File: src/rtl/lsu_mem_ctrl.sv
// lsu_mem_ctrl: two-slot load/store sequencer between the MEM stage and
// data_memory. Accepts one bundle of up to two memory operations, computes
// effective addresses, checks alignment and bounds, then performs the
// accesses one at a time with an idle gap between them (data_memory acts on
// enable transitions). Returns extended load data and per-slot fault codes.
//
// Ports (slot k of a 2-slot bus lives at [W*k+W-1 : W*k]):
//   clk, reset          clock / synchronous active-high reset
//   req_valid[1:0]      per-slot operation present
//   req_ready           unit idle, bundle may be presented
//   req_is_store[1:0]   1 = store, 0 = load
//   req_funct3[5:0]     RV64 funct3 per slot
//   req_base[127:0]     rs1 per slot
//   req_offset[127:0]   sign-extended immediate per slot
//   req_wdata[127:0]    rs2 per slot
//   rsp_valid           one-cycle pulse, bundle complete
//   rsp_data[127:0]     extended load result per slot (0 for stores/faults)
//   rsp_fault[3:0]      per slot: 01 misaligned, 10 out of bounds
//   mem_addr, mem_data_input, store_format, load_format,
//   mem_write_en, mem_read_en   registered drive to data_memory
//   mem_data_output     read data from data_memory
//   fsm_state[2:0]      current sequencer state, for observation
//
// Handshake: a bundle is taken on a rising edge where req_ready = 1 and
// req_valid != 0; request inputs are ignored at every other edge. rsp_valid
// is a single-cycle pulse that is never stalled.

module lsu_mem_ctrl #(
    parameter int MEM_BYTES = 4096
) (
    input  logic         clk,
    input  logic         reset,
    input  logic [1:0]   req_valid,
    output logic         req_ready,
    input  logic [1:0]   req_is_store,
    input  logic [5:0]   req_funct3,
    input  logic [127:0] req_base,
    input  logic [127:0] req_offset,
    input  logic [127:0] req_wdata,
    output logic         rsp_valid,
    output logic [127:0] rsp_data,
    output logic [3:0]   rsp_fault,
    output logic [63:0]  mem_addr,
    output logic [63:0]  mem_data_input,
    output logic [1:0]   store_format,
    output logic [2:0]   load_format,
    output logic         mem_write_en,
    output logic         mem_read_en,
    input  logic [63:0]  mem_data_output,
    output logic [2:0]   fsm_state
);

    localparam logic [2:0] S_IDLE = 3'd0;
    localparam logic [2:0] S_ACC0 = 3'd1;
    localparam logic [2:0] S_GAP  = 3'd2;
    localparam logic [2:0] S_ACC1 = 3'd3;
    localparam logic [2:0] S_DONE = 3'd4;

    localparam logic [64:0] BOUND = 65'(MEM_BYTES);

    logic [2:0] state;

    // Slot-1 operation is held for the second access; slot 0 is issued
    // straight from the request inputs at the accept edge.
    logic        s1_valid;
    logic        s1_store;
    logic [2:0]  s1_f3;
    logic [63:0] s1_addr;
    logic [63:0] s1_wdata;
    logic [1:0]  s1_fault;
    logic [2:0]  s0_f3;

    logic [63:0] in_addr0, in_addr1;
    logic [1:0]  in_fault0, in_fault1;

    logic        issue;
    logic [63:0] iss_addr;
    logic [63:0] iss_wdata;
    logic [2:0]  iss_f3;
    logic        iss_store;
    logic [1:0]  iss_fault;

    // Misaligned has priority; the bounds check runs in 65 bits so the last
    // byte address cannot wrap.
    function automatic logic [1:0] fault_of(input logic [63:0] addr, input logic [1:0] sz);
        logic [63:0] mask;
        logic [64:0] last;
        case (sz)
            2'b00:   mask = 64'd0;
            2'b01:   mask = 64'd1;
            2'b10:   mask = 64'd3;
            default: mask = 64'd7;
        endcase
        last = {1'b0, addr} + {1'b0, mask};
        if ((addr & mask) != 64'd0)
            fault_of = 2'b01;
        else if (last >= BOUND)
            fault_of = 2'b10;
        else
            fault_of = 2'b00;
    endfunction

    // Only the low size bytes of the memory read are trusted.
    function automatic logic [63:0] extend(input logic [63:0] d, input logic [2:0] f3);
        case (f3[1:0])
            2'b00:   extend = f3[2] ? {56'd0, d[7:0]}  : {{56{d[7]}}, d[7:0]};
            2'b01:   extend = f3[2] ? {48'd0, d[15:0]} : {{48{d[15]}}, d[15:0]};
            2'b10:   extend = f3[2] ? {32'd0, d[31:0]} : {{32{d[31]}}, d[31:0]};
            default: extend = d;
        endcase
    endfunction

    assign in_addr0  = req_base[63:0]   + req_offset[63:0];
    assign in_addr1  = req_base[127:64] + req_offset[127:64];
    assign in_fault0 = fault_of(in_addr0, req_funct3[1:0]);
    assign in_fault1 = fault_of(in_addr1, req_funct3[4:3]);

    assign req_ready = (state == S_IDLE);
    assign rsp_valid = (state == S_DONE);
    assign fsm_state = state;

    // An access is launched on the accept edge (first valid slot) or on the
    // edge leaving GAP (slot 1).
    assign issue = ((state == S_IDLE) && (req_valid != 2'b00)) || (state == S_GAP);

    always_comb begin
        iss_addr  = s1_addr;
        iss_wdata = s1_wdata;
        iss_f3    = s1_f3;
        iss_store = s1_store;
        iss_fault = s1_fault;
        if (state == S_IDLE) begin
            if (req_valid[0]) begin
                iss_addr  = in_addr0;
                iss_wdata = req_wdata[63:0];
                iss_f3    = req_funct3[2:0];
                iss_store = req_is_store[0];
                iss_fault = in_fault0;
            end else begin
                iss_addr  = in_addr1;
                iss_wdata = req_wdata[127:64];
                iss_f3    = req_funct3[5:3];
                iss_store = req_is_store[1];
                iss_fault = in_fault1;
            end
        end
    end

    always_ff @(posedge clk) begin
        if (reset) begin
            state          <= S_IDLE;
            s1_valid       <= 1'b0;
            s1_store       <= 1'b0;
            s1_f3          <= 3'd0;
            s1_addr        <= 64'd0;
            s1_wdata       <= 64'd0;
            s1_fault       <= 2'b00;
            s0_f3          <= 3'd0;
            rsp_data       <= 128'd0;
            rsp_fault      <= 4'd0;
            mem_addr       <= 64'd0;
            mem_data_input <= 64'd0;
            store_format   <= 2'd0;
            load_format    <= 3'd0;
            mem_write_en   <= 1'b0;
            mem_read_en    <= 1'b0;
        end else begin
            case (state)
                S_IDLE: begin
                    if (req_valid != 2'b00) begin
                        s1_valid  <= req_valid[1];
                        s1_store  <= req_is_store[1];
                        s1_f3     <= req_funct3[5:3];
                        s1_addr   <= in_addr1;
                        s1_wdata  <= req_wdata[127:64];
                        s1_fault  <= in_fault1;
                        s0_f3     <= req_funct3[2:0];
                        rsp_data  <= 128'd0;
                        rsp_fault <= {req_valid[1] ? in_fault1 : 2'b00,
                                      req_valid[0] ? in_fault0 : 2'b00};
                        state     <= req_valid[0] ? S_ACC0 : S_ACC1;
                    end
                end
                S_ACC0: begin
                    // read_en high here implies a non-faulting load
                    if (mem_read_en)
                        rsp_data[63:0] <= extend(mem_data_output, s0_f3);
                    state <= s1_valid ? S_GAP : S_DONE;
                end
                S_GAP: begin
                    state <= S_ACC1;
                end
                S_ACC1: begin
                    if (mem_read_en)
                        rsp_data[127:64] <= extend(mem_data_output, s1_f3);
                    state <= S_DONE;
                end
                S_DONE: begin
                    state <= S_IDLE;
                end
                default: begin
                    state <= S_IDLE;
                end
            endcase

            // Enables last exactly one cycle, so two accesses are always
            // separated by at least one low cycle.
            if (issue) begin
                mem_addr       <= iss_addr;
                mem_data_input <= iss_wdata;
                store_format   <= iss_f3[1:0];
                load_format    <= (iss_f3[1:0] == 2'b11) ? 3'b101 : {1'b0, iss_f3[1:0]};
                mem_write_en   <= iss_store && (iss_fault == 2'b00);
                mem_read_en    <= !iss_store && (iss_fault == 2'b00);
            end else begin
                mem_write_en   <= 1'b0;
                mem_read_en    <= 1'b0;
            end
        end
    end

endmodule
File: config.mk
export PLATFORM = sky130hd
export DESIGN_NAME = lsu_mem_ctrl
export DESIGN_NICKNAME = d
export VERILOG_FILES = /design/src/rtl/lsu_mem_ctrl.sv
export SDC_FILE = /design/constraint.sdc
export NUM_CORES = 1
export LEC_CHECK = 0
export BUFFER_PORTS_ARGS = -buffer_cell sky130_fd_sc_hd__clkbuf_2
export CORE_AREA = 2 2 288 290
export DETAILED_ROUTE_END_ITERATION = 6
export DIE_AREA = 0 0 290 292
export GPL_ROUTABILITY_DRIVEN = 0
export GPL_TIMING_DRIVEN = 1
export PLACE_DENSITY = 0.65
export RECOVER_POWER = 50
export SLEW_MARGIN = 20
export SYNTH_ARGS = -nofsm -noshare
export SYNTH_HDL_FRONTEND = slang
export SYNTH_SLANG_ARGS = --single-unit
File: constraint.sdc
create_clock -name clk -period 6.6 [get_ports clk]
set_input_delay 0.33 -clock clk [delete_from_list [all_inputs] [get_ports clk]]
set_output_delay 0.33 -clock clk [all_outputs]
set_load 0.005 [all_outputs]
==> results.cfg <==
[status]
status = complete, but fails checks
violations = DRC, capacitance limit, slew limit

[setup_path]
r2r_start = fsm_state[1]
worst_r2r_path_depth = 8
crit_slowest_cell = clkbuf_1
crit_top_cell = clkbuf_1
cpLargestDelayFamily = buffers and inverters
cp_cell_sequence = clkbuf_2, clkbuf_1, clkbuf_1, o21ai_0, a21o_2, buf_4, a22oi_1, nor2_1
worstSetupPathType = in2reg
cp-end-kind = flop
max_stage_delay_ns = 2.01
cp-start-kind = input port
arrival_ns = 6.02
ff2ff_setup_slack_ns = 1.56
cp_max_fo = 64
path_buf_inv = 4
cp.required_ns = 7.02
r2r_end = mem_data_input[61]

[cts]
cts_resized = 0
clock_path_buffers = 3
path_clk_slew_ns = 0.06
htreeDepth = 2
post_cts_buffers = 0
ctsHoldBuffers = 91
cts_tree = done
cts.sinks = 408
clk_latency_ns = 0.63
cts-root-buf = clkbuf_16
cts_buffers = 50

[logic_synthesis]
yosys.area_share.simple_pct = 26.1
syn_inst = 4211
synth.distinct_cells = 107
synth_ff_type = dfxtp_1
yosysSeqAreaShare_pct = 27.1
synth_seq_cells = 408
synth_xor_area_share_pct = 3.19
syn_area_per_cell_um2 = 7.15
synthAdderAreaFrac_pct = 5.75
synth_edf_count = 0
synth_top_family_by_area = compound AO/OA/AOI/OAI gates
yosys_warnings = 0
synth.mux.area_fraction_pct = 4.30
synth_compound_area_share_pct = 29.3
synth_async_sr_flop_share_pct = 0
syn-num-nets = 4807
netlist_area_um2 = 30100

[min_path]
worstHoldPathCells = 3
hp-class = in2reg
min_to = rsp_data[61]
min_from = mem_data_output[61]

[detailed_routing]
wirelength_um = 130000
drcViolationCount = 7
drt-pass1-iter-count = 7
vias_per_cell = 5.94
drt_iter0_drc = 4074
vias = 35200
drtAntennaViolNets = 0
post_drt_wl_per_cell_um = 21.9

[sta]
worst_slack_ns = 1.00
min_period_ns = 5.60
grt_setup_unrepaired = no
worst_pin_slew_ns = 3.09
drv_slew = 353
fin_setup_tns_ns = 0
post-route-period-util_pct = 84.8
setup_violations = 0
relSlewSlack_pct = -106
hold_violations = 0
clock_skew_ns = 0.0596
clock.fmax_ghz = 0.179

[floorplan]
fp.dieArea_um2 = 84700
die_h_um = 292
die_x_um = 290
core_area_um2 = 81600
start_util_pct = 36.9
io_pins = 732
placementRows = 105

[placement]
numPortBuffers = 731
pre_cts_slack_ns = 0.792
hpwlAfterDp_um = 99700

[grt]
grt_use_met3_pct = 5.37
grt_overflow_total = 0
grtUsageMet1_pct = 37.3
grt_max_degree = 143
grt_pass1_wl_um = 194000
grt_pass1_vias = 32000
antenna_found_initial = 9
grt_use_total_pct = 29.0
grt_util_met2_pct = 47.1
top_usage_layer = met2

[power_and_ir_drop]
ir_worst_vdd_v = 0.000174
p_per_area_nw_per_um2 = 270
leakagePower_uw = 0.0143

[layout]
area_growth_syn_to_layout_pct = 21.4
drive_above_1_share_pct = 15.0
fin_nets = 5417
fin_util_pct = 44.8

[flow_run]
cap_viol_max_count = 6
==> worst register-to-register path, cell delays in order, from the launching register on <==
cell      delay, ns
dfxtp_1        0.57
or3_1          0.17
clkbuf_1       1.38
inv_8          0.57
o21ai_4        0.60
nand2_4        0.65
buf_4          0.53
o211ai_1       0.29
a21oi_1        0.13
==> synth_stat cells (18+ instances only) <==
cell | number | area share (%)
nand2_1 | 758 | 9.4
a21oi_1 | 611 | 10
dfxtp_1 | 408 | 27
nor2_1 | 391 | 4.9
clkbuf_1 | 243 | 3.0
o21ai_0 | 212 | 3.5
ha_1 | 132 | 5.5
o211ai_1 | 129 | 3.2
mux2i_1 | 117 | 3.9
nand4_1 | 107 | 2.2
nor3_1 | 91 | 1.5
a211oi_1 | 83 | 2.1
nand3_1 | 72 | 1.2
xnor2_1 | 59 | 1.7
xor2_1 | 49 | 1.4
nor4_1 | 44 | 0.91
a21o_1 | 42 | 1.0
a31oi_1 | 42 | 0.87
o21a_1 | 39 | 0.97
and3_1 | 33 | 0.69
buf_2 | 31 | 0.52
and2_1 | 30 | 0.62
inv_1 | 29 | 0.36
or3_1 | 27 | 0.56
and4_1 | 24 | 0.70
a22oi_1 | 22 | 0.55
o21bai_1 | 21 | 0.52
a211o_1 | 20 | 0.58
buf_1 | 20 | 0.25
a21boi_0 | 18 | 0.45
==> state kept, by name, indices dropped and copies added (netlist names), 3 cells and up <==
name / cells
fsm_state: 3
load_format: 3
mem_addr: 64
mem_data_input: 64
rsp_data: 128
rsp_fault: 4
s0_f3: 3
s1_addr: 64
s1_f3: 3
s1_wdata: 64
==> area by class of cell <==
type	count	area, µm²
antenna	8	20.0
sequential	408	8170
clock buffer	64	1370
timing repair buffer	857	4570
inverter	29	116
clock inverter	22	239
tap	1070	1340
multi-input combinational	3475	20700
fill	8499	45000
==> layout by cell type (no fill, tap or decap), drive strengths merged, types with 22 or more instances in the layout <==
cell,n
a211oi,87
nor4,52
buf,32
a21o,43
a31oi,44
nor2,391
a22oi,22
or3,28
clkbuf,798
nand3,72
dfxtp,408
o211ai,131
mux2i,117
nor3,91
nand4,108
xor2,50
and4,24
a21oi,618
and2,32
xnor2,59
and3,33
o21ai,227
ha,132
dlygate4sd3,91
nand2,758
o21a,39
inv,31
==> cells by family (layout without fill, tap and decap cells) <==
group                      count (synthesis)  in the layout
and+or+nand+nor                         1694           1694
muxes                                    128            128
buffers and inverters                    328            972
AOI/OAI and AO/OA                       1408           1408
xor gates and xnor gates                 109            109
DFF                                      408            408
other                                      0              8
adders and majority gates                136            136
==> how the worst max path moves through the flow <==
stage                            start           end  slack [ns]  cells past startpoint
final                     req_valid[0]  rsp_data[64]        1.00                      8
after detailed placement   req_base[0]  rsp_fault[1]        0.79                     19
after floorplan           req_base[64]   mem_read_en        1.92                     18
after global routing      req_valid[0]  rsp_data[66]        0.63                      8
after CTS                  req_base[0]  rsp_fault[1]        1.41                     19
after global placement     req_base[1]  rsp_fault[1]        0.76                     18
==> per-layer routing <==
| layer | up-vias | part of all wire, % |
|---|---|---|
| li1 | 16600 | - |
| met1 | 16300 | 41 |
| met2 | 1951 | 45 |
| met3 | 331 | 9.3 |
| met4 | 0 | 5.1 |
| met5 | - | 0 |
==> stage by stage <==
stage / total power [µW] / hold WS (ns) / instances / instance area (µm²)
6_report: 9880 / 0.0403 / 5933 / 36600
5_1_grt: 10400 / 0.0222 / 5931 / 36500
4_1_cts: 9880 / 0.0000182 / 5925 / 36800
3_5_place_dp: 7120 / 0.443 / 5748 / 34300
3_3_place_gp: 7090 / 0.438 / 5748 / 34300
2_1_floorplan: 5580 / 0.436 / 4211 / 30100
==> where the power goes <==
group	internal (µW)	total, µW	switching (µW)	leakage, µW
clock network	1520	2700	1170	0.000780
registers	2830	3070	239	0.00333
logic	1310	4110	2800	0.0102
total	5660	9880	4210	0.0143
(Power assumes the default switching activity.)
